<file path="src/rtl/seq_detect_param.sv">
// Serial pattern detector with a runtime-loadable pattern, length and overlap mode.
// Emits a registered one-cycle pulse per match and keeps a saturating match count.
module seq_detect_param #(
  parameter int unsigned        MAX_LEN     = 8,
  parameter int unsigned        LEN_W       = 5,
  parameter int unsigned        CNT_W       = 8,
  parameter logic [MAX_LEN-1:0] DEF_PATTERN = MAX_LEN'(8'b0001_0110),
  parameter int unsigned        DEF_LEN     = 5,
  parameter logic               DEF_OVERLAP = 1'b1
) (
  input  logic               clk,
  input  logic               rst,
  input  logic               data_in,
  input  logic               valid_in,
  input  logic               cfg_load,
  input  logic [MAX_LEN-1:0] cfg_pattern,
  input  logic [LEN_W-1:0]   cfg_len,
  input  logic               cfg_overlap,
  output logic               data_out,
  output logic [CNT_W-1:0]   match_count,
  output logic               cfg_err
);

  logic [MAX_LEN-1:0] pattern;
  logic [LEN_W-1:0]   len;
  logic               overlap;
  logic [MAX_LEN-1:0] hist;
  logic [LEN_W-1:0]   fill;

  logic [MAX_LEN-1:0] hist_shift;
  logic [MAX_LEN-1:0] mask;
  logic [LEN_W-1:0]   fill_inc;
  logic               match;
  logic               cfg_ok;

  always_comb begin
    hist_shift = {hist[MAX_LEN-2:0], data_in};
    fill_inc   = (fill == LEN_W'(MAX_LEN)) ? fill : fill + LEN_W'(1);
    // Only the low L bits of pattern and history take part in the compare.
    mask = '0;
    for (int unsigned i = 0; i < MAX_LEN; i++) begin
      mask[i] = (LEN_W'(i) < len);
    end
    match  = valid_in && !cfg_load && (fill_inc >= len) &&
             (((hist_shift ^ pattern) & mask) == '0);
    cfg_ok = (cfg_len != '0) && (cfg_len <= LEN_W'(MAX_LEN));
  end

  always_ff @(posedge clk) begin
    if (rst) begin
      pattern     <= DEF_PATTERN;
      len         <= LEN_W'(DEF_LEN);
      overlap     <= DEF_OVERLAP;
      hist        <= '0;
      fill        <= '0;
      data_out    <= 1'b0;
      match_count <= '0;
      cfg_err     <= 1'b0;
    end else begin
      data_out <= 1'b0;
      cfg_err  <= 1'b0;
      if (cfg_load) begin
        if (cfg_ok) begin
          pattern     <= cfg_pattern;
          len         <= cfg_len;
          overlap     <= cfg_overlap;
          hist        <= '0;
          fill        <= '0;
          match_count <= '0;
        end else begin
          cfg_err <= 1'b1;
        end
      end else if (valid_in) begin
        hist <= hist_shift;
        // Non-overlapping mode restarts the fill so the next match needs L fresh bits.
        fill <= (match && !overlap) ? '0 : fill_inc;
        if (match) begin
          data_out <= 1'b1;
          if (match_count != '1) begin
            match_count <= match_count + CNT_W'(1);
          end
        end
      end
    end
  end

endmodule

</file>
<file path="config.mk">
export PLATFORM = sky130hd
export DESIGN_NAME = seq_detect_param
export DESIGN_NICKNAME = d
export VERILOG_FILES = /design/src/rtl/seq_detect_param.sv
export SDC_FILE = /design/constraint.sdc
export NUM_CORES = 1
export LEC_CHECK = 0
export ABC_AREA = 1
export CAP_MARGIN = 20
export CORE_ASPECT_RATIO = 1.25
export CORE_MARGIN = 5
export CORE_UTILIZATION = 54
export CTS_CLUSTER_DIAMETER = 60
export DETAILED_ROUTE_END_ITERATION = 10
export GPL_ROUTABILITY_DRIVEN = 0
export PLACE_DENSITY = 0.78
export SLEW_MARGIN = 20
export SYNTH_ARGS = -nofsm -noshare
export SYNTH_HDL_FRONTEND = slang
export SYNTH_SLANG_ARGS = --single-unit
</file>
<file path="constraint.sdc">
create_clock -name clk -period 3 [get_ports clk]
set_clock_uncertainty 0.1 [all_clocks]
set_input_delay 0.6 -clock clk [delete_from_list [all_inputs] [get_ports clk]]
set_output_delay 0.6 -clock clk [all_outputs]
set_load 0.03 [all_outputs]
</file>
==> impl_metrics.py <==
metrics = {
    "layout": {
        "final_cell_area_sq_um": 2520,
        "finish.utilization_pct": 67.1,
        "multi_input_area_sq_um": 1170,
        "layout.nets": 362,
        "fill_cells": 337,
        "fin_cells": 376,
        "antennaDiodeCount": 0,
        "regArea_sq_um": 721,
        "drive_gt1_share_pct": 10.4,
        "syn_to_final_growth_pct": 21.3,
    },
    "floorplanning": {
        "die_h_um": 79.3,
        "core_sq_um": 3750,
        "die_w_um": 65.5,
        "die_area_sq_um": 5190,
        "start_util_pct": 55.3,
        "ios": 29,
        "rows": 25,
    },
    "global_route": {
        "grt_start_max_net_pins": 20,
        "grt_usage_pct": 20.2,
        "grt_first_pass_wirelength_um": 8310,
        "grt_pass1_vias": 1938,
        "antenna_found_initial": 0,
        "grt_remaining_overflow": 0,
    },
    "synthesis": {
        "synth_flop_cell": "dfxtp_1",
        "synth.area.top_cells": "dfxtp_1 35%, nand2_1 16%, nand3_1 7.2%",
        "synth_top_area_share_pct": 34.7,
        "synth_most_common_cell": "nand2_1",
        "synth-edff-count": 0,
        "ys_ff_latch": 36,
        "ys_types": 29,
        "yosys-top-cells-count": "87 x nand2_1, 36 x dfxtp_1, 33 x nor2_1, 31 x inv_1, 30 x nand3_1",
        "netlist_area_sq_um": 2080,
        "netlist.top_cell.by_area": "dfxtp_1",
        "ys_warn_count": 0,
        "ys_seq_area_share_pct": 34.7,
        "synthArstFlopShare_pct": 0,
        "avgSynthCellArea_sq_um": 6.74,
        "synthCells": 308,
        "synth_fp_nets": 335,
    },
    "setup_path": {
        "cp_top_family": "simple AND/OR/NAND/NOR gates",
        "worstSetupEndpointType": "flip-flop",
        "crit_slowest_cell": "dfxtp_1",
        "path_cells": "ha_1, a31o_2, nand2_1, inv_1, ha_1, a21oi_1, nand2_1, nor2_1, nor2_4, nand4_2, nand2_4, nor2_1, nor2_2",
        "cp.arrival_ns": 2.44,
        "critPathKind": "flip-flop to flip-flop",
        "critPathMaxFanout": 8,
        "path_buf_inv": 1,
        "slowest_delay_ns": 0.34,
        "critPathLaunchType": "flip-flop",
        "critPathRequiredTime_ns": 3.09,
    },
    "cts": {
        "cts_sinks": 36,
        "postCtsHoldBufs": 0,
        "clock_path_buffers": 2,
        "clk_latency_ns": 0.29,
        "post_cts_buffers": 0,
        "cts_root_buf": "clkbuf_8",
        "cts_tree": "yes",
        "htree_levels": 2,
        "cts_buffers": 5,
        "ctsResizeCount": 0,
        "clkTransAtPathRegs_ns": 0.07,
    },
    "sta": {
        "setup_viol": 0,
        "whs_ns": 0.370,
        "layout_setup_ws_ns": 0.652,
        "post-route-period-util_pct": 78.3,
        "worst_pin_slew_ns": 0.551,
        "rsz0062_at_grt": "no",
        "slew_viol_final": 0,
        "timing.setup.tns_ns": 0,
        "hold_violations": 0,
        "clock.fmax_ghz": 0.426,
        "fin_crit_ns": 2.35,
        "max_slew_margin_pct": 63.0,
    },
    "place": {
        "io_buffers": 28,
        "dpl-instance-area_sq_um": 2360,
        "pre_cts_slack_ns": 0.485,
        "place_inst": 368,
        "dp_hpwl_um": 3590,
    },
    "routing": {
        "wl_per_cell_um": 12.8,
        "totalWireLength_um": 4810,
        "drc": 0,
        "num_vias": 1957,
        "drt-initial-drc-count": 93,
        "vias_per_cell": 5.20,
        "firstDrtPassIters": 4,
        "final_antenna_net_count": 0,
    },
    "worst_hold_path": {
        "hold_path.class": "flip-flop to flip-flop",
    },
    "run_status": {
        "status": "finished clean",
    },
    "flow_run": {
        "maxCapViolations": 0,
    },
    "power_and_ir_drop": {
        "powerDensity_nw_per_um2": 508,
        "peakVddDrop_uv": 311,
        "leakage_nw": 1.10,
        "power_mw": 1.28,
    },
}
## worst register-to-register path, delay by kind of cell (launching register included)
family          cells  cell delay [ns]
simple gates        8             0.83
fa+ha+maj           2             0.54
compound gates      2             0.40
flops               1             0.34
buf+inv             1             0.05
## report_power, final
group,internal (mW),switching (mW),total [mW]
combinational,0.0712,0.101,0.172
sequential,0.495,0.0162,0.511
clock,0.416,0.181,0.597
total,0.982,0.298,1.28
## registers in the layout, indices dropped and copies added, names as in the netlist
register,cells
fill,5
data_out,1
len,5
pattern,8
overlap,1
cfg_err,1
hist,7
match_count,8
## final timing paths
kind                    from              to  slack [ns]  cells after the start
setup / recovery     fill[0]  match_count[4]        0.65                     13
hold / removal    pattern[6]      pattern[6]        0.37                      2
setup reg to reg     fill[0]  match_count[4]        0.65                     13
hold reg to reg   pattern[6]      pattern[6]        0.37                      2
## cells by family after synthesis
kind of cell	share of synthesized area, %
buf+inv	8.92
fa+ha+maj	4.82
flops	34.7
compound gates	10.3
xor+xnor	0.844
simple gates	40.4
## placed cells by master (no fill, tap or decap), drive strengths merged
cell,n
nand2,96
nor2,41
dfxtp,36
inv,34
nand3,33
clkdlybuf4s50,28
a21oi,24
ha,8
o21ai,8
o211ai,5
clkbuf,5
bufinv,3
or2,3
nand4,3
xor2,2
nor3,2
a31o,1
a21o,1
clkinv,1
nand3b,1
buf,1
## layer usage
layer	vias up	share of wire (%)	routed length, um	global-route usage (%)
met1	877	43	2060	22.5
met4	0	1.9	93	7.68
met5	-	0	0	0
li1	1039	-	-	-
met3	10	3.2	153	3.82
met2	31	52	2500	37.1
## final cells by class
type,instances,area share (%)
Clock inverter,3,3.58
Timing Repair Buffer,29,11.4
Tap cell,40,1.99
Inverter,35,5.22
Sequential cell,36,28.6
Multi-Input combinational cell,228,46.4
Clock buffer,5,2.73
Note: power is estimated with default switching activity, not from simulation.
